**src/rtl/symbol_counter.sv**
```systemverilog
// Tallies gray-pixel symbols 1..6 over a frame, then packs the non-zero tallies
// for the sorting stage. Optional sticky illegal-pixel flag: define SYMCNT_ERR_EN.
module symbol_counter #(
  parameter int FRAME_LEN = 100,
  parameter int CW        = 8
) (
  input  logic          clk,
  input  logic          reset,
  input  logic          gray_valid,
  input  logic [7:0]    gray_data,
  input  logic          clear,
  output logic          CNT_valid,
  output logic [2:0]    num,
  output logic [CW-1:0] O1,
  output logic [CW-1:0] O2,
  output logic [CW-1:0] O3,
  output logic [CW-1:0] O4,
  output logic [CW-1:0] O5,
  output logic [CW-1:0] O6,
  output logic [2:0]    SYM1,
  output logic [2:0]    SYM2,
  output logic [2:0]    SYM3,
  output logic [2:0]    SYM4,
  output logic [2:0]    SYM5,
  output logic [2:0]    SYM6,
  output logic [1:0]    state_dbg
`ifdef SYMCNT_ERR_EN
  ,
  output logic          sym_err
`endif
);

  typedef enum logic [1:0] {ST_IDLE, ST_COUNT, ST_PACK, ST_DONE} state_t;

  localparam logic [7:0] LAST_PIX = 8'(FRAME_LEN - 1);

  state_t        state_q, state_d;
  logic [CW-1:0] tally_q [6];
  logic [CW-1:0] tally_d [6];
  logic [CW-1:0] o_q     [6];
  logic [CW-1:0] o_d     [6];
  logic [2:0]    sym_q   [6];
  logic [2:0]    sym_d   [6];
  logic [7:0]    pix_cnt_q, pix_cnt_d;
  logic [2:0]    scan_q, scan_d;
  logic [2:0]    ptr_q, ptr_d;
  logic [2:0]    num_q, num_d;
  logic          cnt_valid_q, cnt_valid_d;

  logic       accept, legal, last_pix, do_clear;
  logic [2:0] tidx;

  // Pixels are only taken while the frame is open; PACK/DONE drop them.
  assign accept   = gray_valid && ((state_q == ST_IDLE) || (state_q == ST_COUNT));
  assign legal    = (gray_data >= 8'd1) && (gray_data <= 8'd6);
  assign last_pix = accept && (pix_cnt_q == LAST_PIX);
  assign do_clear = (state_q == ST_DONE) && clear;
  assign tidx     = gray_data[2:0] - 3'd1;

  always_ff @(posedge clk or negedge reset) begin
    if (!reset) state_q <= ST_IDLE;
    else        state_q <= state_d;
  end

  always_comb begin
    state_d = state_q;
    case (state_q)
      ST_IDLE:  if (last_pix) state_d = ST_PACK;
                else if (accept) state_d = ST_COUNT;
      ST_COUNT: if (last_pix) state_d = ST_PACK;
      ST_PACK:  if (scan_q == 3'd5) state_d = ST_DONE;
      ST_DONE:  if (clear) state_d = ST_IDLE;
      default:  state_d = ST_IDLE;
    endcase
  end

  always_comb begin
    tally_d     = tally_q;
    o_d         = o_q;
    sym_d       = sym_q;
    pix_cnt_d   = pix_cnt_q;
    scan_d      = scan_q;
    ptr_d       = ptr_q;
    num_d       = num_q;
    // Registered so it drops on the same edge that leaves DONE.
    cnt_valid_d = (state_q == ST_DONE) && !clear;
    if (do_clear) begin
      for (int i = 0; i < 6; i++) begin
        tally_d[i] = '0;
        o_d[i]     = '0;
        sym_d[i]   = '0;
      end
      pix_cnt_d = '0;
      scan_d    = '0;
      ptr_d     = '0;
      num_d     = '0;
    end else begin
      if (accept) begin
        pix_cnt_d = pix_cnt_q + 8'd1;
        if (legal && (tally_q[tidx] != '1))
          tally_d[tidx] = tally_q[tidx] + CW'(1);
      end
      if (state_q == ST_PACK) begin
        if (tally_q[scan_q] != '0) begin
          o_d[ptr_q]   = tally_q[scan_q];
          sym_d[ptr_q] = scan_q + 3'd1;
          ptr_d        = ptr_q + 3'd1;
        end
        scan_d = scan_q + 3'd1;
        if (scan_q == 3'd5) num_d = ptr_d;
      end
    end
  end

  always_ff @(posedge clk or negedge reset) begin
    if (!reset) begin
      for (int i = 0; i < 6; i++) begin
        tally_q[i] <= '0;
        o_q[i]     <= '0;
        sym_q[i]   <= '0;
      end
      pix_cnt_q   <= '0;
      scan_q      <= '0;
      ptr_q       <= '0;
      num_q       <= '0;
      cnt_valid_q <= 1'b0;
    end else begin
      tally_q     <= tally_d;
      o_q         <= o_d;
      sym_q       <= sym_d;
      pix_cnt_q   <= pix_cnt_d;
      scan_q      <= scan_d;
      ptr_q       <= ptr_d;
      num_q       <= num_d;
      cnt_valid_q <= cnt_valid_d;
    end
  end

`ifdef SYMCNT_ERR_EN
  logic sym_err_q, sym_err_d;

  always_comb begin
    sym_err_d = sym_err_q;
    if (do_clear)               sym_err_d = 1'b0;
    else if (accept && !legal)  sym_err_d = 1'b1;
  end

  always_ff @(posedge clk or negedge reset) begin
    if (!reset) sym_err_q <= 1'b0;
    else        sym_err_q <= sym_err_d;
  end

  assign sym_err = sym_err_q;
`endif

  always_comb begin
    CNT_valid = cnt_valid_q;
    num       = num_q;
    O1        = o_q[0];
    O2        = o_q[1];
    O3        = o_q[2];
    O4        = o_q[3];
    O5        = o_q[4];
    O6        = o_q[5];
    SYM1      = sym_q[0];
    SYM2      = sym_q[1];
    SYM3      = sym_q[2];
    SYM4      = sym_q[3];
    SYM5      = sym_q[4];
    SYM6      = sym_q[5];
    state_dbg = state_q;
  end

endmodule

```
**config.mk**
```make
export PLATFORM = sky130hd
export DESIGN_NAME = symbol_counter
export DESIGN_NICKNAME = d
export VERILOG_FILES = /design/src/rtl/symbol_counter.sv
export SDC_FILE = /design/constraint.sdc
export NUM_CORES = 1
export LEC_CHECK = 0
export BUFFER_PORTS_ARGS = -buffer_cell sky130_fd_sc_hd__buf_2
export CAP_MARGIN = 20
export CORE_MARGIN = 2
export CORE_UTILIZATION = 30
export DETAILED_ROUTE_END_ITERATION = 10
export GPL_ROUTABILITY_DRIVEN = 1
export GPL_TIMING_DRIVEN = 0
export SLEW_MARGIN = 25
export SYNTH_ARGS = -nofsm -noshare
export SYNTH_HDL_FRONTEND = slang
export SYNTH_SLANG_ARGS = --single-unit
```
**constraint.sdc**
```tcl
create_clock -name clk -period 2.81 [get_ports clk]
set_input_delay 0.562 -clock clk [delete_from_list [all_inputs] [get_ports clk]]
set_output_delay 0.562 -clock clk [all_outputs]
set_load 0.02 [all_outputs]
```
==> run metrics <==
outcome=finished, final reports clean; cell leakage power=around 0.0043 uW; register area share after synthesis=49.35%; power per cell area=~740 nW/um^2; Filler cells=roughly 2.2k; EDFF count, synth=0; top post-synthesis cells by area=dfrtp_1 (49%), mux2i_1 (11%), nand3_1 (5.3%); top cell type's share of synthesized area=between 40% and 50%; vias in the first global route=around 5.2k; Die Width=roughly 150 um; layout cell share with drive strength beyond 1=27.26%; Max Slew Vio Count=0; most used cell, CP=mux2i_1; Slowest cell on crit path=o2111ai_4; Die ar.=23,870 um^2; fmax=~370 MHz; root buffer cell=clkbuf_16; starting density of the core=30.29%; global-route wire length before repair=between 30,000 and 40,000 um; row cnt=55; total wire length=about 19,000 um; post-synthesis register bit count=approximately 130; Final Cycle Share=a little over nine tenths; routed vias/inst=5.085; Critical Path Max Stage Delay=0.41 ns; DRT Pass-1 Iters=5; DRT iter0 DRCs=about 350; Setup crit end kind=register; Post-Syn Instances=between 600 and 700; crit path launch type=primary input; Avg Synthesized Cell Area=10.82 um^2; CTS tree=built; H-Tree Depth=4; initial antenna violation count=0; Final WS setup=0.08673 ns; final clock skew=between 0.006 and 0.007 ns; Routed wire per std cell=between 15 and 20 um; CP Cell Sequence=buf_2 > buf_12 > buf_6 > buf_8 > mux2i_1 > o31ai_2 > ha_2 > o31ai_4 > nand4b_4 > o2111ai_4 > mux2i_1 > nor2_1; YS warnings=0; CTS max path bufs=2; fraction of registers with async set or reset after synthesis=100.0%; Relative slew margins=a little under half; Worst-Skew Late Latency=approximately 0.42 ns; hpwl dp=13,400 um; VDD IR max=between 0.3 and 0.4 mV; Post-Place Worst Slack=-0.8543 ns; Post-Syn Nets=around 650; Die Span Y=around 150 um; total track usage=between 10% and 20%; wl on met1=slightly below 9000 um; Yosys cell types=55; mapped cell area=roughly 6800 um^2; Hold Path Class=in2async; routability cong.=about 0.86; routed wl met3=942 um; Post-route DRC=0; IO Port Bufs=between 80 and 90; crit path DAT=approximately 3.0 ns; CORE AREA=roughly 22,000 um^2; Num CTS Buffers=17; Routed Antenna Nets=0; Worst-Margin Slew=0.7859 ns; clock sink count=around 130; ant diodes=0; Area Growth Syn to Fin=28.41%; Post-synth top cells=dfrtp_1 (134), mux2i_1 (77), nand3_1 (72), nor2_1 (72), o21ai_0 (60); fin cells=between 1k and 1.5k; final setup fails=0; nets=786; metal2 WL=9013 um; crit path kind=in2reg; GR Overflow Total=0; ys flop type=dfrtp_1; top-count cell post-synth=dfrtp_1; Crit Path Max Fanout=11; Top Metal Used=met4; pin count of the biggest net entering global routing=between 70 and 80; Ports=84; Max-Cap Viols=0; Final min period=roughly 2.7 ns; final hold vios=0; total number of vias=around 5.4k; Worst Path Required=between 3 and 4 ns; clock slew at reported path FFs=~0.060 ns; Inst Count DP=997; post-synth top area cell=dfrtp_1
## final timing paths
| kind | depth (start not counted) | endpoint | slack [ns] | startpoint |
|---|---|---|---|---|
| max | 12 | tally_q[41]$_DFFE_PN0P_ | 0.09 | gray_data[0] |
| min | 1 | tally_q[28]$_DFFE_PN0P_ | 0.08 | reset |
| max reg2reg | 9 | SYM6[1]$_DFFE_PN0P_ | 0.13 | scan_q[0]$_DFFE_PN0N_ |
| min reg2reg | 2 | SYM3[2]$_DFFE_PN0P_ | 0.49 | SYM3[2]$_DFFE_PN0P_ |
| max in group asynchronous | 2 | num[2]$_DFFE_PN0P_ | 2.01 | reset |
| min in group clk | 2 | CNT_valid$_DFF_PN0_ | 0.33 | clear |
## what timing repair did
action                     4_1_cts  5_1_grt
hold buffers                     0        0
setup endpoints to repair      112      111
gates resized for setup         17       23
buffers inserted                19       10
gates cloned                     1        0
pin swaps                        8        6
## report_power, final
group | internal [uW] | switching (uW) | total, uW
clock | 1220 | 891 | 2110
combinational | 667 | 1200 | 1870
sequential | 2230 | 239 | 2470
total | 4120 | 2330 | 6440
## layout make-up
class | instances | area (um^2) | area share (%)
Buffer | 36 | 219.0 | 2.509
Clock buffer | 18 | 429.2 | 4.918
Clock inverter | 14 | 132.6 | 1.520
Inverter | 14 | 68.82 | 0.7886
Multi-Input combinational cell | 445 | 3413 | 39.12
Sequential cell | 134 | 3353 | 38.43
Tap cell | 285 | 356.6 | 4.087
Timing Repair Buffer | 113 | 753.2 | 8.632
## routing by layer
metal	GRT usage, %	vias to the layer above
li1	-	2538
met1	22.16	2655
met2	25.94	168
met3	3.895	24
met4	4.541	0
met5	0	-
## registers in the layout, indices dropped and copies added (netlist names), 8 cells and up
signal	cells
O5	8
O4	8
O3	8
O1	8
pix_cnt_q	8
tally_q	48
O6	8
O2	8
## through the flow
stage	power [uW]	TNS (ns)	utilization (%)	hold WS (ns)	cell area, um^2
4_1_cts	6450	0	38.11	0.1010	8549
2_1_floorplan	3658	-0.2536	-	0.2664	6879
5_1_grt	6799	-0.04747	38.90	0.1112	8726
6_report	6444	0	38.90	0.08011	8726
3_5_place_dp	4297	-44.39	34.27	0.4864	7689
3_3_place_gp	4259	-140.56	34.10	0.4763	7651
## critical path, delay by kind of cell
family | cells | cell delay (ns)
simple gates | 2 | 0.36
mux | 2 | 0.38
compound gates | 3 | 0.81
buf+inv | 4 | 0.61
fa+ha+maj | 1 | 0.27
## kinds of logic (layout without fill, tap and decap cells)
kind of cell / count (synthesis) / in the layout / share of synthesized area [%]
xor+xnor: 20 / 20 / 2.965
mux: 91 / 91 / 15.65
fa+ha+maj: 13 / 13 / 2.394
buf+inv: 50 / 195 / 2.928
flops: 134 / 134 / 49.35
compound gates: 104 / 105 / 11.25
simple gates: 216 / 216 / 15.47
## cells in the final DEF (no fill, tap or decap), types with 7 or more instances in the layout
master / n
nor2_1: 72
nor3_1: 9
o21ai_0: 60
ha_1: 11
buf_12: 7
nand3_1: 72
mux2i_1: 77
mux4_2: 12
buf_2: 83
o2bb2ai_1: 8
clkinvlp_4: 7
dfrtp_1: 134
xnor2_1: 9
clkbuf_16: 17
inv_1: 12
xor2_1: 7
clkbuf_1: 22
buf_4: 23
nand2_1: 26
Note: power is estimated with default switching activity, not from simulation.
